<file path="config.mk">
export PLATFORM = sky130hd
export DESIGN_NAME = mem_seq_ctrl
export DESIGN_NICKNAME = d
export VERILOG_FILES = /design/src/rtl/mem_seq_pkg.sv /design/src/rtl/mem_seq_counter.sv /design/src/rtl/mem_seq_ctrl.sv
export SDC_FILE = /design/constraint.sdc
export NUM_CORES = 1
export LEC_CHECK = 0
export ABC_AREA = 1
export BUFFER_PORTS_ARGS = -buffer_cell sky130_fd_sc_hd__buf_4
export CAP_MARGIN = 15
export CORE_AREA = 2 2 235 237
export CTS_BUF_LIST = sky130_fd_sc_hd__clkbuf_8
export DETAILED_ROUTE_END_ITERATION = 12
export DIE_AREA = 0 0 237 239
export PLACE_DENSITY_LB_ADDON = 0.15
export SYNTH_ARGS = -nofsm -noshare
export SYNTH_HDL_FRONTEND = slang
export SYNTH_SLANG_ARGS = --single-unit
</file>
<file path="constraint.sdc">
create_clock -name clk -period 3.92 [get_ports clk]
set_input_delay 0.196 -clock clk [delete_from_list [all_inputs] [get_ports clk]]
set_output_delay 0.196 -clock clk [all_outputs]
set_load 0.01 [all_outputs]
</file>
<file path="src/rtl/mem_seq_pkg.sv">
// Shared types and defaults for the systolic-array BRAM sequencer.
package mem_seq_pkg;

    typedef enum logic [2:0] {
        StIdle   = 3'd0,
        StCalc   = 3'd1,
        StSave   = 3'd2,
        StLoad   = 3'd3,
        StSacalc = 3'd4,
        StDone   = 3'd5
    } state_e;

    typedef enum logic [1:0] {
        MODE_AS   = 2'd0,
        MODE_SA   = 2'd1,
        MODE_ASE  = 2'd2,
        MODE_RSVD = 2'd3
    } mode_e;

    localparam int unsigned STRIDE_A_DEF  = 64;
    localparam int unsigned STRIDE_SE_DEF = 32;

endpackage

</file>
<file path="src/rtl/mem_seq_counter.sv">
// Phase/line counter: phase wraps every ARRAY_N cycles and carries into line.
module mem_seq_counter #(
    parameter int unsigned PH_W   = 2,
    parameter int unsigned LINE_W = 12
) (
    input  logic              clk,
    input  logic              rst_n,
    input  logic              i_clr,
    input  logic              i_en,
    output logic [PH_W-1:0]   o_ph,
    output logic [LINE_W-1:0] o_line,
    output logic              o_ph_wrap
);

    logic [PH_W-1:0]   r_ph;
    logic [LINE_W-1:0] r_line;

    always_ff @(posedge clk) begin
        if (!rst_n || i_clr) begin
            r_ph   <= '0;
            r_line <= '0;
        end else if (i_en) begin
            // ARRAY_N is a power of two, so the phase wraps by overflow
            r_ph <= r_ph + 1'b1;
            if (r_ph == '1) begin
                r_line <= r_line + 1'b1;
            end
        end
    end

    assign o_ph      = r_ph;
    assign o_line    = r_line;
    assign o_ph_wrap = (r_ph == '1);

endmodule

</file>
<file path="src/rtl/mem_seq_ctrl.sv">
// BRAM address/enable sequencer for AS, SA and AS+E passes through the systolic array.
module mem_seq_ctrl
    import mem_seq_pkg::*;
#(
    parameter int unsigned ARRAY_N   = 4,
    parameter int unsigned ADDR_W    = 32,
    parameter int unsigned DATA_W    = 64,
    parameter int unsigned DIM_W     = 11,
    parameter int unsigned STRIDE_A  = STRIDE_A_DEF,
    parameter int unsigned STRIDE_SE = STRIDE_SE_DEF
) (
    input  logic              clk,
    input  logic              rst_n,
    input  logic              start,
    input  logic [1:0]        mode,
    input  logic              abort,
    input  logic [ADDR_W-1:0] BASE_ADDR_S,
    input  logic [ADDR_W-1:0] BASE_ADDR_HASH,
    input  logic [ADDR_W-1:0] BASE_ADDR_B,
    input  logic [DIM_W-1:0]  MATRIX_SIZE,
    input  logic              HASH_ready,
    input  logic [DATA_W-1:0] bram_data_sb,
    input  logic [DATA_W-1:0] bram_data_HASH,
    input  logic [DATA_W-1:0] bram_data_sb_2,
    output logic [ADDR_W-1:0] addr_sb,
    output logic [ADDR_W-1:0] addr_HASH,
    output logic [ADDR_W-1:0] addr_sb_2,
    output logic              wen_sb,
    output logic              wen_HASH,
    output logic              wen_sb_2,
    output logic [DATA_W-1:0] data_left,
    output logic [DATA_W-1:0] data_right,
    output logic [DATA_W-1:0] data_adder,
    output logic              systolic_state,
    output logic              systolic_mode,
    output logic              systolic_enable,
    output logic              transposition_select,
    output logic              transposition_rst_sync,
    output logic              busy,
    output logic              done,
    output logic [2:0]        current_state
);

    localparam int unsigned PH_W   = $clog2(ARRAY_N);
    localparam int unsigned LINE_W = DIM_W + 1;
    localparam logic [PH_W-1:0] PH_HALF = PH_W'(ARRAY_N / 2);

    state_e            r_state;
    mode_e             r_mode;
    logic [ADDR_W-1:0] r_base_s, r_base_h, r_base_b;
    logic [DIM_W-1:0]  r_size;
    logic [ADDR_W-1:0] r_pa, r_pse;
    logic              r_busy, r_done, r_tsel, r_trs;

    logic [PH_W-1:0]   w_ph, w_off_rev1, w_off_rev2;
    logic [LINE_W-1:0] w_line, w_size_l, w_line_lo, w_line_hi;
    logic              w_ph_wrap, w_active, w_accept, w_cnt_clr, w_sac_win;
    logic              w_calc_end, w_save_end, w_load_end, w_sac_end;
    logic [ADDR_W-1:0] w_line_a, w_line_se, w_ph_pa, w_ph_pse, w_save_off, w_rel_se;

    mem_seq_counter #(
        .PH_W   (PH_W),
        .LINE_W (LINE_W)
    ) u_counter (
        .clk       (clk),
        .rst_n     (rst_n),
        .i_clr     (w_cnt_clr),
        .i_en      (HASH_ready),
        .o_ph      (w_ph),
        .o_line    (w_line),
        .o_ph_wrap (w_ph_wrap)
    );

    assign w_size_l   = LINE_W'(r_size);
    assign w_line_lo  = LINE_W'(ARRAY_N);
    assign w_line_hi  = w_size_l + LINE_W'(ARRAY_N);
    assign w_active   = (r_state == StCalc) || (r_state == StSave) ||
                        (r_state == StLoad) || (r_state == StSacalc);
    assign w_accept   = (r_state == StIdle) && start && !abort && (mode != MODE_RSVD);

    // End-of-phase flags only fire on advancing cycles; a stall holds everything.
    assign w_calc_end = (r_state == StCalc) && HASH_ready && w_ph_wrap && (w_line == w_size_l);
    assign w_save_end = (r_state == StSave) && HASH_ready && w_ph_wrap &&
                        (w_line == LINE_W'(ARRAY_N - 1));
    assign w_load_end = (r_state == StLoad) && HASH_ready && w_ph_wrap;
    assign w_sac_end  = (r_state == StSacalc) && HASH_ready && w_ph_wrap && (w_line == w_line_hi);
    assign w_cnt_clr  = !w_active || abort || w_calc_end || w_save_end || w_load_end || w_sac_end;

    assign w_off_rev1 = PH_W'(ARRAY_N - 1) - w_ph;
    assign w_off_rev2 = PH_W'(ARRAY_N - 2) - w_ph;
    assign w_line_a   = ADDR_W'(w_line) * ADDR_W'(STRIDE_A);
    assign w_line_se  = ADDR_W'(w_line) * ADDR_W'(STRIDE_SE);
    assign w_ph_pa    = ADDR_W'(w_ph) * r_pa;
    assign w_ph_pse   = ADDR_W'(w_ph) * r_pse;
    assign w_save_off = ADDR_W'(w_off_rev2) * ADDR_W'(2 * STRIDE_A);
    assign w_rel_se   = (ADDR_W'(w_line) - ADDR_W'(ARRAY_N)) * ADDR_W'(STRIDE_SE);

    // First and last result lines are half lines because of the array skew.
    assign w_sac_win  = (w_line >= w_line_lo) && (w_line <= w_line_hi) &&
                        !((w_line == w_line_lo) && (w_ph < PH_HALF)) &&
                        !((w_line == w_line_hi) && (w_ph >= PH_HALF));

    always_ff @(posedge clk) begin
        if (!rst_n) begin
            r_state  <= StIdle;
            r_mode   <= MODE_AS;
            r_base_s <= '0;
            r_base_h <= '0;
            r_base_b <= '0;
            r_size   <= '0;
            r_pa     <= '0;
            r_pse    <= '0;
            r_busy   <= 1'b0;
            r_done   <= 1'b0;
            r_tsel   <= 1'b1;
            r_trs    <= 1'b0;
        end else begin
            r_done <= 1'b0;
            r_trs  <= w_accept;
            if (r_busy && HASH_ready && !abort && (w_ph == '0)) begin
                r_tsel <= ~r_tsel;
            end
            if (abort) begin
                r_state <= StIdle;
                r_busy  <= 1'b0;
            end else begin
                unique case (r_state)
                    StIdle: begin
                        if (w_accept) begin
                            r_mode   <= mode_e'(mode);
                            r_base_s <= BASE_ADDR_S;
                            r_base_h <= BASE_ADDR_HASH;
                            r_base_b <= BASE_ADDR_B;
                            r_size   <= MATRIX_SIZE;
                            r_pa     <= ADDR_W'(MATRIX_SIZE) * ADDR_W'(STRIDE_A);
                            r_pse    <= ADDR_W'(MATRIX_SIZE) * ADDR_W'(STRIDE_SE);
                            r_busy   <= 1'b1;
                            r_state  <= (mode == MODE_SA) ? StLoad : StCalc;
                        end
                    end
                    StCalc:   if (w_calc_end) r_state <= StSave;
                    StLoad:   if (w_load_end) r_state <= StSacalc;
                    StSave, StSacalc: begin
                        if (w_save_end || w_sac_end) begin
                            r_state <= StDone;
                            r_busy  <= 1'b0;
                            r_done  <= 1'b1;
                        end
                    end
                    StDone:   r_state <= StIdle;
                    default:  r_state <= StIdle;
                endcase
            end
        end
    end

    always_comb begin
        addr_sb        = '0;
        addr_HASH      = '0;
        addr_sb_2      = '0;
        wen_sb_2       = 1'b0;
        data_left      = '0;
        data_right     = '0;
        data_adder     = '0;
        systolic_state = 1'b0;
        unique case (r_state)
            StCalc: begin
                addr_HASH      = r_base_h + w_line_a + w_ph_pa;
                addr_sb        = r_base_s + w_line_se + w_ph_pse;
                data_left      = bram_data_HASH;
                data_right     = bram_data_sb;
                systolic_state = 1'b1;
            end
            StSave: begin
                addr_sb    = r_base_b + w_save_off;
                addr_sb_2  = r_base_b + w_save_off;
                wen_sb_2   = HASH_ready && (w_line == LINE_W'(ARRAY_N - 1));
                data_adder = (r_mode == MODE_ASE) ? bram_data_sb_2 : bram_data_sb;
            end
            StLoad: begin
                addr_sb    = r_base_s + ADDR_W'(w_off_rev1) * r_pse;
                data_right = bram_data_sb;
            end
            StSacalc: begin
                addr_HASH      = r_base_h + w_line_a + w_ph_pa;
                addr_sb_2      = r_base_b + w_rel_se + w_ph_pse;
                wen_sb_2       = HASH_ready && w_sac_win;
                data_left      = bram_data_HASH;
                systolic_state = 1'b1;
            end
            default: ;
        endcase
    end

    assign wen_sb                 = 1'b0;
    assign wen_HASH               = 1'b0;
    assign systolic_mode          = r_busy && (r_mode != MODE_SA);
    assign systolic_enable        = r_busy && HASH_ready;
    assign transposition_select   = r_tsel;
    assign transposition_rst_sync = r_trs;
    assign busy                   = r_busy;
    assign done                   = r_done;
    assign current_state          = r_state;

endmodule

</file>
==> impl_metrics.json <==
{
  "antenna_found_initial": 1,
  "r2r-start": "r_pse[8]$_SDFFE_PN0P_",
  "drtIter0Drc": 1653,
  "port_buffers": 604,
  "wl_per_cell_um": 20.0,
  "finalHoldViolations": 0,
  "end_kind": "output port",
  "setup_slack_ns": -0.616,
  "die_w_um": 237,
  "dr.pass1.iters": 6,
  "cp-endpoint": "addr_sb[31]",
  "gp_congestion": 0.977,
  "grt_max_degree": 65,
  "root_buffer": "clkbuf_8",
  "cts-htree-levels": 4,
  "dp_hpwl_mm": 73.3,
  "finalMaxSlewViolations": 0,
  "ys_async_sr_fraction": 0,
  "r2r_end": "u_counter.o_ph[1]$_SDFFE_PP0P_",
  "ys_warn_count": 0,
  "dominantRegCellSynth": "dfxtp_1",
  "ys_types": 45,
  "core_um2": 54300,
  "worstMarginPinSlew_ns": 0.887,
  "power.total_uw": 9060,
  "vias": 21900,
  "fmax_mhz": 220,
  "status": "finished with violations",
  "ctsLongestPathBuffers": 2,
  "ios": 607,
  "p_leak_uw": 0.0143,
  "crit_arrival_ns": 4.34,
  "grt_first_pass_wirelength_mm": 127,
  "violations": "setup timing",
  "crit_start": "u_counter.o_ph[0]$_SDFFE_PP0P_",
  "insertion_delay_ns": 0.58,
  "grt_setup_unrepaired": "true",
  "seq_area_frac_synth": 0.158,
  "start_util": 0.303,
  "chipHeight_um": 239,
  "ys_ff_latch": 130,
  "crit_path_frequent_cell": "buf_6",
  "syn_area_um2": 16500,
  "drive_gt1_frac": 0.357,
  "rrSetupSlack_ns": 0.80,
  "path_class": "reg2out",
  "layout.nets": 4234,
  "drc_errors": 0,
  "hp-start": "BASE_ADDR_B[11]",
  "setup_violations": 67,
  "viasPerCell": 4.90,
  "tritoncts": "done",
  "crit_required_ns": 3.72,
  "antenna_left": 0,
  "critPathMaxFanout": 6,
  "synth_area_per_cell_um2": 5.69,
  "p_per_area_nw_per_um2": 332,
  "syn_inst": 2889,
  "crit_slowest_cell": "fa_1",
  "maxCapViolations": 0,
  "overflow": 0,
  "finalCritPeriodShare": 1.16,
  "grt_pass1_vias": 20500,
  "finalClockSkew_ns": 0.0363,
  "irDropWorstVdd_v": 0.000305,
  "layout_common_cells": "767 x buf_4, 505 x inv_1, 499 x nand2_1, 335 x nor2_1, 220 x a21oi_1",
  "slew_headroom": 0.403,
  "clock-sinks": 130,
  "die_area_um2": 56600,
  "cts_inserted_buffers": 17,
  "row_count": 86,
  "holdWs_ns": 0.0247,
  "fin_crit_ns": 4.54,
  "cp_slowest_stage_delay_ns": 0.55,
  "grt_use_total": 0.301,
  "areaGrowthSynthToFinish_pct": 65.7,
  "critPathLaunchType": "flop",
  "totalWireLength_mm": 89.4,
  "min_path_type": "in2reg",
  "final_common_cell": "buf_4",
  "r2r_cells": 17,
  "synth_edf_count": 0,
  "path_clk_slew_ns": 0.09
}
[logic make-up after synthesis]
group,Yosys count,share of synthesized area
flops,130,0.158
xor+xnor,55,0.0293
other cells,1,0.000228
simple gates,1322,0.336
fa+ha+maj,167,0.147
buf+inv,654,0.153
compound gates,560,0.176
[state kept, by name, summed over array words and instances (netlist names)]
register                cells
r_base_s                   32
u_counter.o_line           12
done                        1
r_mode                      2
current_state               3
u_counter.o_ph              2
transposition_select        1
transposition_rst_sync      1
r_pse                      11
busy                        1
r_base_b                   32
r_base_h                   32
[metrics by stage]
step                 util  setup TNS [ns]  setup slack, ns  cells  area [um2]
CTS                 0.482          -33.02           -0.615   4465       26200
finish              0.502          -30.10           -0.616   4480       27300
global route        0.502          -43.57           -0.828   4479       27300
global placement    0.424          -15.62           -0.632   4307       23000
floorplan               -               0          0.00321   2890       16500
detailed placement  0.424          -16.34           -0.661   4307       23000
[worst min path at each step]
stage	endpoint	slack, ns	cells past startpoint
global route	r_base_s[19]$_SDFFE_PN0P_	0.03	3
detailed placement	r_base_h[4]$_SDFFE_PN0P_	0.45	2
floorplan	transposition_rst_sync$_SDFF_PN0_	0.35	2
finish	r_base_b[11]$_SDFFE_PN0P_	0.02	3
global placement	r_base_h[2]$_SDFFE_PN0P_	0.44	2
CTS	r_base_b[11]$_SDFFE_PN0P_	0.0009	3
[routing by layer]
metal  vias to the layer above  global-route usage  wire [um]
li1                      10800                   -          -
met1                     10100               0.389      38200
met2                       872               0.480      40200
met3                        97              0.0798       7660
met4                         0               0.113       3330
met5                         -                   0          0
[layout make-up]
cell class                 instances  area, um2
antenna                            2       5.00
inverter                         560       2120
timing repair buffer             946       7680
clock buffer                      17        234
multi-input combinational       2106      13600
fill                            5599      27100
sequential                       130       2610
tap                              704        881
clock inverter                    15        181
[power by group]
part | total (uW) | internal [uW] | switching (uW)
Sequential | 1690 | 1490 | 193
Clock | 1280 | 492 | 791
Combinational | 6090 | 2490 | 3610
Total | 9060 | 4470 | 4590
[cell usage after synthesis (2+ instances only)]
cell / instances / area [um2]
xor2_1: 42 / 368
nand2_2: 2 / 12.5
nand2_1: 625 / 2350
nor2_4: 3 / 33.8
o21bai_1: 7 / 52.6
o21ai_1: 4 / 20.0
nor3b_1: 2 / 15.0
inv_1: 551 / 2070
or2_2: 14 / 87.6
nor2_2: 14 / 87.6
xnor2_1: 13 / 114
o21ai_0: 252 / 1260
nor2_1: 377 / 1420
fa_1: 44 / 881
a21o_1: 8 / 60.1
buf_1: 4 / 15.0
nand3b_1: 5 / 37.5
inv_2: 9 / 33.8
nand4_1: 26 / 163
buf_4: 5 / 37.5
clkbuf_1: 53 / 199
a21oi_1: 271 / 1360
buf_2: 31 / 155
nand3_2: 5 / 50.1
o31ai_1: 3 / 22.5
o211ai_1: 7 / 52.6
o21a_1: 2 / 15.0
and2_1: 5 / 31.3
nor3_1: 39 / 195
ha_1: 123 / 1540
dfxtp_1: 130 / 2600
nand3_1: 200 / 1000
[critical path, delay by kind of cell (launching register included)]
family | cells | cell delay [ns]
xor+xnor | 1 | 0.11
fa+ha+maj | 3 | 1.16
buf+inv | 8 | 0.90
flops | 1 | 0.37
simple gates | 14 | 1.23
[what timing repair did]
action,4_1_cts,5_1_grt
gates cloned,0,0
hold buffers,104,0
resized for setup,385,257
endpoints found under the hold margin,109,0
setup buffers,25,15
setup endpoints to repair,71,72
pin swaps,136,130
Note: power is estimated with default switching activity, not from simulation.
